<file path="src/rtl/cpu16_pkg.sv">
// Shared definitions for the 16-bit CPU control path: opcodes, sequencer
// states and the ALU operand/operation select encodings.
package cpu16_pkg;

  localparam logic [2:0] OP_RTYPE = 3'b111;
  localparam logic [2:0] OP_ADDI  = 3'b011;
  localparam logic [2:0] OP_SLTI  = 3'b100;
  localparam logic [2:0] OP_LW    = 3'b101;
  localparam logic [2:0] OP_SW    = 3'b110;
  localparam logic [2:0] OP_BNE   = 3'b010;

  typedef enum logic [2:0] {
    ST_FETCH  = 3'd0,
    ST_DECODE = 3'd1,
    ST_EXEC   = 3'd2,
    ST_MEM    = 3'd3,
    ST_WB     = 3'd4,
    ST_FAULT  = 3'd5
  } state_e;

  localparam logic [1:0] ALUOP_ADD   = 2'b00;
  localparam logic [1:0] ALUOP_SUB   = 2'b01;
  localparam logic [1:0] ALUOP_FUNCT = 2'b10;
  localparam logic [1:0] ALUOP_IMM   = 2'b11;

  localparam logic [1:0] SRCB_RT      = 2'b00;
  localparam logic [1:0] SRCB_CONST2  = 2'b01;
  localparam logic [1:0] SRCB_SIGNEXT = 2'b10;
  localparam logic [1:0] SRCB_SHIFTED = 2'b11;

  function automatic logic is_legal_op(input logic [2:0] op);
    logic legal;
    case (op)
      3'b000:  legal = 1'b0;
      3'b001:  legal = 1'b0;
      default: legal = 1'b1;
    endcase
    return legal;
  endfunction

endpackage

</file>
<file path="src/rtl/mem_wait_timer.sv">
// Counts consecutive cycles spent waiting on the shared memory port and flags
// the cycle on which a further wait would exceed the allowed budget.
module mem_wait_timer #(
  parameter int unsigned MEM_TIMEOUT = 15
) (
  input  logic Clock,
  input  logic ResetN,
  input  logic clear,
  input  logic waiting,
  output logic expired
);

  localparam logic [7:0] LIMIT = 8'(MEM_TIMEOUT);

  logic [7:0] count_q;
  logic [7:0] count_d;

  // Next count: cleared whenever the port is not stalled, saturating otherwise.
  always_comb begin
    count_d = count_q;
    if (clear) begin
      count_d = 8'd0;
    end else if (waiting && (count_q != 8'hFF)) begin
      count_d = count_q + 8'd1;
    end else begin
      count_d = count_q;
    end
  end

  // Wait counter register.
  always_ff @(posedge Clock or negedge ResetN) begin
    if (!ResetN) begin
      count_q <= 8'd0;
    end else begin
      count_q <= count_d;
    end
  end

  assign expired = waiting && (count_q == LIMIT);

endmodule

</file>
<file path="src/rtl/multicycle_control.sv">
// Multi-cycle instruction sequencer: steps each instruction through
// FETCH/DECODE/EXEC/MEM/WB, handshakes the shared memory port and traps timeouts.
module multicycle_control
  import cpu16_pkg::*;
#(
  parameter int unsigned MEM_TIMEOUT = 15
) (
  input  logic        Clock,
  input  logic        ResetN,
  input  logic [2:0]  OPCODE,
  input  logic        Zero,
  input  logic        MemReady,
  output logic        MemRead,
  output logic        MemWrite,
  output logic        IorD,
  output logic        IRWrite,
  output logic        PCWrite,
  output logic        PCSource,
  output logic        RegDst,
  output logic        RegWrite,
  output logic        MemToReg,
  output logic        ALUSrcA,
  output logic [1:0]  ALUSrcB,
  output logic [1:0]  ALUOp,
  output logic        IllegalOp,
  output logic        BusError,
  output logic [15:0] InstrRetired
);

  state_e      state_q, state_d;
  logic [2:0]  op_q, op_d;
  logic [15:0] retired_q, retired_d;
  logic        bus_err_q, bus_err_d;
  logic        retire_s;
  logic        waiting_s;
  logic        expired_s;
  state_e      out_state_s;

  assign waiting_s = ((state_q == ST_FETCH) || (state_q == ST_MEM)) && !MemReady;

  mem_wait_timer #(
    .MEM_TIMEOUT(MEM_TIMEOUT)
  ) u_mem_wait_timer (
    .Clock   (Clock),
    .ResetN  (ResetN),
    .clear   (!waiting_s),
    .waiting (waiting_s),
    .expired (expired_s)
  );

  // Next-state, opcode capture and retirement logic.
  always_comb begin
    state_d   = state_q;
    op_d      = op_q;
    retire_s  = 1'b0;
    bus_err_d = bus_err_q;
    case (state_q)
      ST_FETCH: begin
        if (MemReady) begin
          state_d = ST_DECODE;
        end else if (expired_s) begin
          state_d = ST_FAULT;
        end else begin
          state_d = ST_FETCH;
        end
      end
      ST_DECODE: begin
        op_d = OPCODE;
        if (is_legal_op(OPCODE)) begin
          state_d = ST_EXEC;
        end else begin
          state_d = ST_FETCH;
        end
      end
      ST_EXEC: begin
        case (op_q)
          OP_LW, OP_SW: state_d = ST_MEM;
          OP_BNE: begin
            state_d  = ST_FETCH;
            retire_s = 1'b1;
          end
          default: state_d = ST_WB;
        endcase
      end
      ST_MEM: begin
        if (MemReady) begin
          if (op_q == OP_LW) begin
            state_d = ST_WB;
          end else begin
            state_d  = ST_FETCH;
            retire_s = 1'b1;
          end
        end else if (expired_s) begin
          state_d = ST_FAULT;
        end else begin
          state_d = ST_MEM;
        end
      end
      ST_WB: begin
        state_d  = ST_FETCH;
        retire_s = 1'b1;
      end
      ST_FAULT: state_d = ST_FAULT;
      default:  state_d = ST_FETCH;
    endcase
    if (state_d == ST_FAULT) begin
      bus_err_d = 1'b1;
    end else begin
      bus_err_d = bus_err_q;
    end
    retired_d = retire_s ? (retired_q + 16'd1) : retired_q;
  end

  // Sequencer state registers.
  always_ff @(posedge Clock or negedge ResetN) begin
    if (!ResetN) begin
      state_q   <= ST_FETCH;
      op_q      <= 3'b000;
      retired_q <= 16'd0;
      bus_err_q <= 1'b0;
    end else begin
      state_q   <= state_d;
      op_q      <= op_d;
      retired_q <= retired_d;
      bus_err_q <= bus_err_d;
    end
  end

  // While reset is held, decode as FAULT so that every strobe reads 0.
  assign out_state_s = ResetN ? state_q : ST_FAULT;

  // Datapath control decode from the current state.
  always_comb begin
    MemRead   = 1'b0;
    MemWrite  = 1'b0;
    IorD      = 1'b0;
    IRWrite   = 1'b0;
    PCWrite   = 1'b0;
    PCSource  = 1'b0;
    RegDst    = 1'b0;
    RegWrite  = 1'b0;
    MemToReg  = 1'b0;
    ALUSrcA   = 1'b0;
    ALUSrcB   = SRCB_RT;
    ALUOp     = ALUOP_ADD;
    IllegalOp = 1'b0;
    case (out_state_s)
      ST_FETCH: begin
        MemRead = 1'b1;
        ALUSrcB = SRCB_CONST2;
        IRWrite = MemReady;
        PCWrite = MemReady;
      end
      ST_DECODE: begin
        ALUSrcB   = SRCB_SHIFTED;
        IllegalOp = !is_legal_op(OPCODE);
      end
      ST_EXEC: begin
        ALUSrcA = 1'b1;
        case (op_q)
          OP_RTYPE: begin
            ALUSrcB = SRCB_RT;
            ALUOp   = ALUOP_FUNCT;
          end
          OP_ADDI, OP_SLTI: begin
            ALUSrcB = SRCB_SIGNEXT;
            ALUOp   = ALUOP_IMM;
          end
          OP_LW, OP_SW: begin
            ALUSrcB = SRCB_SIGNEXT;
            ALUOp   = ALUOP_ADD;
          end
          OP_BNE: begin
            ALUSrcB  = SRCB_RT;
            ALUOp    = ALUOP_SUB;
            PCSource = 1'b1;
            PCWrite  = !Zero;
          end
          default: ALUSrcA = 1'b1;
        endcase
      end
      ST_MEM: begin
        IorD     = 1'b1;
        MemRead  = (op_q == OP_LW);
        MemWrite = (op_q == OP_SW);
      end
      ST_WB: begin
        RegWrite = 1'b1;
        RegDst   = (op_q == OP_RTYPE);
        MemToReg = (op_q == OP_LW);
      end
      default: IllegalOp = 1'b0;
    endcase
  end

  assign BusError     = bus_err_q;
  assign InstrRetired = retired_q;

endmodule

</file>
<file path="config.mk">
export PLATFORM = sky130hd
export DESIGN_NAME = multicycle_control
export DESIGN_NICKNAME = d
export VERILOG_FILES = /design/src/rtl/cpu16_pkg.sv /design/src/rtl/mem_wait_timer.sv /design/src/rtl/multicycle_control.sv
export SDC_FILE = /design/constraint.sdc
export NUM_CORES = 1
export LEC_CHECK = 0
export CORE_MARGIN = 2
export CORE_UTILIZATION = 50
export DETAILED_ROUTE_END_ITERATION = 8
export PLACE_DENSITY = 0.79
export REMOVE_ABC_BUFFERS = 1
export SLEW_MARGIN = 20
export SYNTH_ARGS = -nofsm -noshare
export SYNTH_HDL_FRONTEND = slang
export SYNTH_SLANG_ARGS = --single-unit
</file>
<file path="constraint.sdc">
create_clock -name Clock -period 2.6 [get_ports Clock]
set_clock_uncertainty 0.1 [all_clocks]
set_input_delay 0.52 -clock Clock [delete_from_list [all_inputs] [get_ports Clock]]
set_output_delay 0.52 -clock Clock [all_outputs]
set_load 0.03 [all_outputs]
</file>
# Word level (Yosys, flattened, before mapping)

Index checks and enable logic that the tools add are counted.

Add/sub/neg operators: 2
Eq/ne operators: 20
Muxes and demuxes: 34
Reductions and logical operators: 14

Operator list:

| kind                    | number |
|---|---|
| $eq A3 B3 Y1 const B    | 8 |
| $eq A3 B2 Y1 const B    | 6 |
| $mux W3                 | 6 |
| $add A16 B1 Y16 const B | 1 |
| $mux W1                 | 16 |
| $mux W8                 | 2 |
| $pmux W3 S5             | 1 |
| $pmux W2 S3             | 2 |
| $eq A3 B1 Y1 const B    | 3 |
| $logic_not A3 Y1        | 3 |
| $add A8 B1 Y8 const B   | 1 |
| $eq A8 B4 Y1 const B    | 1 |
| $ne A8 B8 Y1 const B    | 1 |
| $mux W2                 | 3 |
| $pmux W3 S2             | 1 |
| $reduce_or A2 Y1        | 3 |
| $pmux W1 S2             | 2 |
| $reduce_or A4 Y1        | 1 |
| $logic_and A1 B1 Y1     | 3 |
| $logic_not A1 Y1        | 3 |
| $pmux W1 S3             | 1 |
| $ne A2 B2 Y1 const B    | 1 |
| $logic_or A1 B1 Y1      | 1 |

Register bits: 31
Output and inout bits: 32
Word-level logic and storage cells: 75

# Depth between registers and ports, before layout

Gate-level depths: netlist (run 1).

Depth in word-level cells: 8
Mapped depth: 6
Depth with buffers taken out: 5

# Cells and area by module

From an unflattened synthesis (run 1), not the netlist that was laid out.

Cells, all modules: 192
Area, all modules: 1940.6 sq um

By module, submodules not included:

| module             | times used | cells each | area each (sq um) | seq. area each (sq um) |
|---|---|---|---|---|
| multicycle_control | 1          | 144        | 1450.1            | 575.6 |
| mem_wait_timer     | 1          | 48         | 490.5             | 200.2 |

# Least setup slack after synthesis (run 1)

OpenSTA, ideal clock, no wires.

Kind: register to output
From: register op_q[0]
To: output port PCWrite
Arrival time: 1.773 ns
Required time: 1.980 ns
Slack: 0.207 ns
Cell stages (with the launch flop): 6
Buffers on the path: 1
Cell sequence: dfrtp_1 -> buf_2 -> or3b_2 -> nor2_1 -> mux2i_1 -> nor3_1

Longest elaborated chain between the ends: 3

RTL lines:

| what                   | line                      | RTL |
|---|---|---|
| from (decl)            | multicycle_control.sv:31  | `logic [2:0] op_q, op_d;` |
| from (signal assigned) | multicycle_control.sv:123 | `op_q <= op_d;` |
| $eq A3 B2 Y1           | multicycle_control.sv:160 | `case (op_q)` |
| $mux W1                | multicycle_control.sv:160 |  |
| $pmux W1 S2            | multicycle_control.sv:147 | `case (out_state_s)` |
| to (decl)              | multicycle_control.sv:17  | `output logic PCWrite,` |

Every way passes these cells.

# Worst setup path after layout (run 1)

Same ends and word-level chain as after synthesis.

==> results of run 1 <==
==> worst min path at each step <==
stage,start,endpoint,slack (ns),cells past startpoint
2_1_floorplan,ResetN,BusError,0.12,0
3_3_place_gp,InstrRetired[15],InstrRetired[15],0.37,1
3_5_place_dp,InstrRetired[15],InstrRetired[15],0.37,1
4_1_cts,InstrRetired[15],InstrRetired[15],0.38,1
5_1_grt,InstrRetired[15],InstrRetired[15],0.40,1
6_report,InstrRetired[15],InstrRetired[15],0.37,1
==> logic make-up after synthesis <==
group,synth area share (%)
simple gates,24.6
compound gates,14.3
flops,42.1
xor+xnor,9.99
buf+inv,3.94
mux,3.67
fa+ha+maj,1.36
==> cells in the final DEF (no fill, tap or decap), drive strengths merged, types with 3 or more instances in the layout <==
cell type and instances:
a211oi 7, a21oi 11, and3 4, buf 21
clkbuf 7, clkdlybuf4s50 23, dfrtp 31, inv 5
mux2 3, mux2i 3, nand2 18, nand2b 3
nand3 14, nand4 4, nor2 20, nor2b 3
nor3 3, nor4 3, o21ai 6, xor2 19
==> per-layer routing <==
metal  wire (um)  track usage (%)
met1        1790             25.8
met2        1920             35.8
met4          84             11.4
met3         205             4.17
met5           0                0
==> worst reg2reg max path: cells and delay by family, from the launching register on <==
kind	cells	cell delay, ns
flops	1	0.54
compound gates	2	0.52
simple gates	1	0.35
buf+inv	1	0.19
xor+xnor	1	0.18
==> power groups by stage <==
stage / Sequential [mW] / Combinational [mW] / Clock (mW)
final: 0.877 / 1.23 / 0.358
after global routing: 0.908 / 1.34 / 0.393
after CTS: 0.874 / 1.24 / 0.372
after detailed placement: 0.879 / 1.23 / 0
after global placement: 0.874 / 1.21 / 0
after floorplan: 1.02 / 0.638 / 0
==> through the flow <==
stage | area [um2] | utilization, % | cells | hold WS [ns] | setup slack (ns)
6_report | 2320 | 64.3 | 281 | 0.373 | 0.174
5_1_grt | 2320 | 64.3 | 281 | 0.399 | 0.101
4_1_cts | 2320 | 64.3 | 281 | 0.377 | 0.163
3_5_place_dp | 2240 | 62.0 | 273 | 0.366 | 0.218
3_3_place_gp | 2240 | 62.0 | 273 | 0.366 | 0.231
2_1_floorplan | 1790 | - | 181 | 0.124 | 0.243
==> flip-flops by register name (all words and copies together), names as in the netlist <==
signal	flops
BusError	1
InstrRetired	16
op_q	3
state_q	3
u_mem_wait_timer.count_q	8
==> final cells by class <==
class | instances | area, um2
fill | 326 | 1290
tap | 48 | 60.1
clock buffer | 7 | 76.3
timing repair buffer | 44 | 388
clock inverter | 1 | 5.00
sequential | 31 | 776
multi-input combinational | 145 | 993
inverter | 5 | 18.8
==> flow_summary.toml, run 1 <==
[clock_tree]
clkLatencyLatePin_ns = 0.28
root_buffer = "clkbuf_8"
cts.clk_slew.worst_paths_ns = 0.06
postCtsSetupBuffers = 0
cts_buffers = 5
cts.path.max_buffers = 2
postCtsResizedCells = 0
htreeDepth = 2
cts_tree = "yes"
holdBufCountCts = 0
numClockSinks = 31

[run_status]
status = "finished clean"

[global_route]
antenna_found_initial = 0
grt_use_total_pct = 21.3
grt_pass1_vias = 1562
grt_max_degree = 29
overflow = 0
grt_pass1_wl_um = 6910

[timing]
worstMarginPinSlew_ns = 0.625
post-route-min-period_ns = 2.43
rsz0062_at_grt = "false"
final.setup.tns_ns = 0
maxSlewHeadroom_pct = 58.2
max_freq_mhz = 412
hold_viol_final = 0
setup_viol = 0
slew_violations = 0
post-route-period-util_pct = 93.3

[power_and_ir_drop]
sw_frac_of_total_pct = 46.3
leakage_nw = 0.960
combPwrFrac_pct = 49.9
power_mw = 2.47
p_sw_mw = 1.14
peakVddDrop_v = 0.000724
seqPwrFrac_pct = 35.6
p_per_area_nw_per_um2 = 1060
p_int_mw = 1.32
pwr-share-clk_pct = 14.5

[setup_path]
crit_slowest_cell = "or3b_2"
rrSetupSlack_ns = 0.63
critPathRequiredTime_ns = 1.98
end_kind = "output pin"
critPathLaunchType = "register"
reg2reg_from = "state_q[1]"
max_stage_delay_ns = 0.52
crit_chain = "or3b_2 > nor2_1 > mux2i_1 > nor3_1 > buf_4"
path_buf_inv = 1
worstPathArrival_ns = 1.81
crit_fanout = 9
startpoint = "op_q[0]"
cp_top_family = "simple AND/OR/NAND/NOR gates"
crit_type = "reg2out"
endpoint = "PCWrite"
cp.depth = 5
r2r_cells = 5
r2r_end = "InstrRetired[13]"

[die]
initial_core_util_pct = 51.1
ios = 39
fp.dieArea_um2 = 4180
coreArea_um2 = 3610
die_h_um = 64.7
row_count = 22
fp.dieW_um = 64.7

[synthesis]
avgSynthCellArea_um2 = 9.80
yosys_warnings = 0
async_reset_ff_share_pct = 100
synth_top_area_share_pct = 42.1
yosysUniqueCellTypes = 44
ys.flop_type = "dfrtp_1"
synthCells = 188
synth-seq-area-share_pct = 42.1
syn-cell-area_um2 = 1840
synth-edff-count = 0
synth_commonest_cells = "31 x dfrtp_1, 19 x nor2_1, 19 x xor2_1"
synth.largest_area_cell = "dfrtp_1"
synth-seq-cells = 31
synth_most_common_cell = "dfrtp_1"
synth_area_leaders = "dfrtp_1 42%, xor2_1 9.0%, nor2_1 3.9%"

[routing]
vias = 1546
drc = 0
drt_iter0_drc = 76
via_per_inst = 5.50
wl_per_cell_um = 14.2
wirelength_um = 4000
dr.pass1.iters = 4
ant_nets = 0

[cells_and_area]
num-nets-final = 241
syn2layout_area_growth_pct = 25.8
diodes = 0
drive_gt1_share_pct = 18.5

[job]
cap_violations = 0

[placed_design]
dp_hpwl_um = 2940
finalWeightedCongestion = 0.853
port_buffers = 38

[min_path]
min_path_type = "reg2reg"
Power figures use the tool's default switching activity.
==> inputs of run 2 (changes only) <==
--- a/config.mk
+++ b/config.mk
@@ -8,6 +8,7 @@
 export CORE_MARGIN = 2
 export CORE_UTILIZATION = 50
 export DETAILED_ROUTE_END_ITERATION = 8
+export GPL_TIMING_DRIVEN = 0
 export PLACE_DENSITY = 0.79
 export REMOVE_ABC_BUFFERS = 1
 export SLEW_MARGIN = 20
==> run 2 against run 1 <==
Clock power grew 1%. Utilization grew 0.52 points. Sequential cell count is the same. Critical path depth is the same. Total power shrank 0.69%. Worst setup slack lost 0.10 ns. Final cell count shrank 1.8%. Via count shrank 3.6%. First-iteration DRC count shrank 22%. Highest routed layer unchanged.
==> flow_summary.toml, run 2 (synthesized netlist as in run 1, its figures left out) <==
[cells_and_area]
fill_cells = 308
diodes = 0
final_util_pct = 64.8
num-nets-final = 236
drive_gt1_share_pct = 12.3
largest_reg_flops = 16
final_cell_mix = "30 x dfrtp_1, 23 x clkdlybuf4s50_1, 19 x nor2_1, 19 x xor2_1, 17 x nand2_1"
syn2layout_area_growth_pct = 26.8
final_common_cell = "dfrtp_1"

[clock_tree]
root_buffer = "clkbuf_8"
cts_buffers = 5
cts.clk_slew.worst_paths_ns = 0.07
clkLatencyLatePin_ns = 0.28
numClockSinks = 31
cts.path.max_buffers = 2
postCtsSetupBuffers = 0
cts_tree = "yes"
htreeDepth = 2
holdBufCountCts = 0

[die]
ios = 39
coreArea_um2 = 3610
fp.dieW_um = 64.7
row_count = 22
fp.dieArea_um2 = 4180
initial_core_util_pct = 51.1
die_h_um = 64.7

[power_and_ir_drop]
p_int_mw = 1.31
p_sw_mw = 1.14
pwr-share-clk_pct = 14.8
p_per_area_nw_per_um2 = 1050
peakVddDrop_v = 0.000666
seqPwrFrac_pct = 35.9
sw_frac_of_total_pct = 46.4
leakage_nw = 1.05
combPwrFrac_pct = 49.3
power_mw = 2.45

[setup_path]
critPathLaunchType = "register"
crit_type = "reg2out"
end_kind = "output pin"
reg2reg_from = "op_q[1]"
crit_fanout = 9
critPathRequiredTime_ns = 1.98
rrSetupSlack_ns = 0.63
r2r_end = "InstrRetired[1]"
startpoint = "op_q[0]"
r2r_cells = 4
worstPathArrival_ns = 1.91
endpoint = "PCWrite"

[timing]
worstMarginPinSlew_ns = 0.636
rsz0062_at_grt = "false"
final.setup.tns_ns = 0
slew_violations = 0
post-route-period-util_pct = 97.3
max_freq_mhz = 395
post-route-min-period_ns = 2.53
setup_viol = 0
whs_ns = 0.0769
hold_viol_final = 0
maxSlewHeadroom_pct = 57.5

[routing]
drt_iter0_drc = 59
top_layer = "met4"
wl_met3_um = 212
via_per_inst = 5.40
wirelength_um = 3810
drc = 0
ant_nets = 0
wirelength_met1_um = 1720
vias = 1490
wl_per_cell_um = 13.8
wl_met2_um = 1820
dr.pass1.iters = 4

[placed_design]
dp_hpwl_um = 2710
finalWeightedCongestion = 0.864
port_buffers = 38

[job]
cap_violations = 0

[global_route]
antenna_found_initial = 0
grt_pass1_vias = 1484
grt_pass1_wl_um = 6560
grt_max_degree = 35
grt_use_total_pct = 20.4
overflow = 0

[min_path]
min_path_type = "in2async"

[run_status]
status = "finished clean"
run 2: layer usage:
metal / up-vias / global-route usage [%]
li1: 745 / -
met1: 698 / 24.9
met2: 41 / 34.6
met3: 6 / 5.21
met4: 0 / 7.71
met5: - / 0
run 2: final cells by class:
type | instances | area (um2) | share of cell area, %
Tap cell | 48 | 60.1 | 2.57
Clock inverter | 3 | 15.0 | 0.643
Inverter | 5 | 18.8 | 0.803
Sequential cell | 31 | 777 | 33.3
Timing Repair Buffer | 39 | 403 | 17.2
Multi-Input combinational cell | 145 | 993 | 42.5
Clock buffer | 5 | 68.8 | 2.95
run 2: worst min path at each step:
stage / startpoint / end / slack (ns)
finish: ResetN / InstrRetired[8] / 0.08
global route: ResetN / InstrRetired[9] / 0.09
CTS: ResetN / InstrRetired[9] / 0.08
detailed placement: InstrRetired[15] / InstrRetired[15] / 0.36
global placement: InstrRetired[15] / InstrRetired[15] / 0.36
floorplan: ResetN / BusError / 0.12
run 2: per-stage QoR:
step,setup WS [ns],cell area [um2],std cells
floorplan,0.243,1790,181
global placement,-1.66,2230,267
detailed placement,-0.158,2240,268
CTS,0.0525,2320,276
global route,0.00582,2340,276
finish,0.0699,2340,276
run 2: power by group through the flow:
stage,Sequential (mW),Combinational [mW],Clock (mW)
after floorplan,1.02,0.638,0
after global placement,0.878,1.20,0
after detailed placement,0.883,1.22,0
after CTS,0.878,1.22,0.374
after global routing,0.910,1.31,0.391
final,0.879,1.21,0.363
run 2: critical path, cell delays in order (launching register included):
cell	delay (ns)
dfrtp_1	0.47
or3b_2	0.51
nor2_1	0.10
mux2i_1	0.07
nor3_1	0.15
clkdlybuf4s15_2	0.32
run 2: repair_timing:
action                                  in CTS  in global routing
pin swaps                                    0                  0
gates resized for setup                     12                  6
endpoints found under the setup margin       9                  6
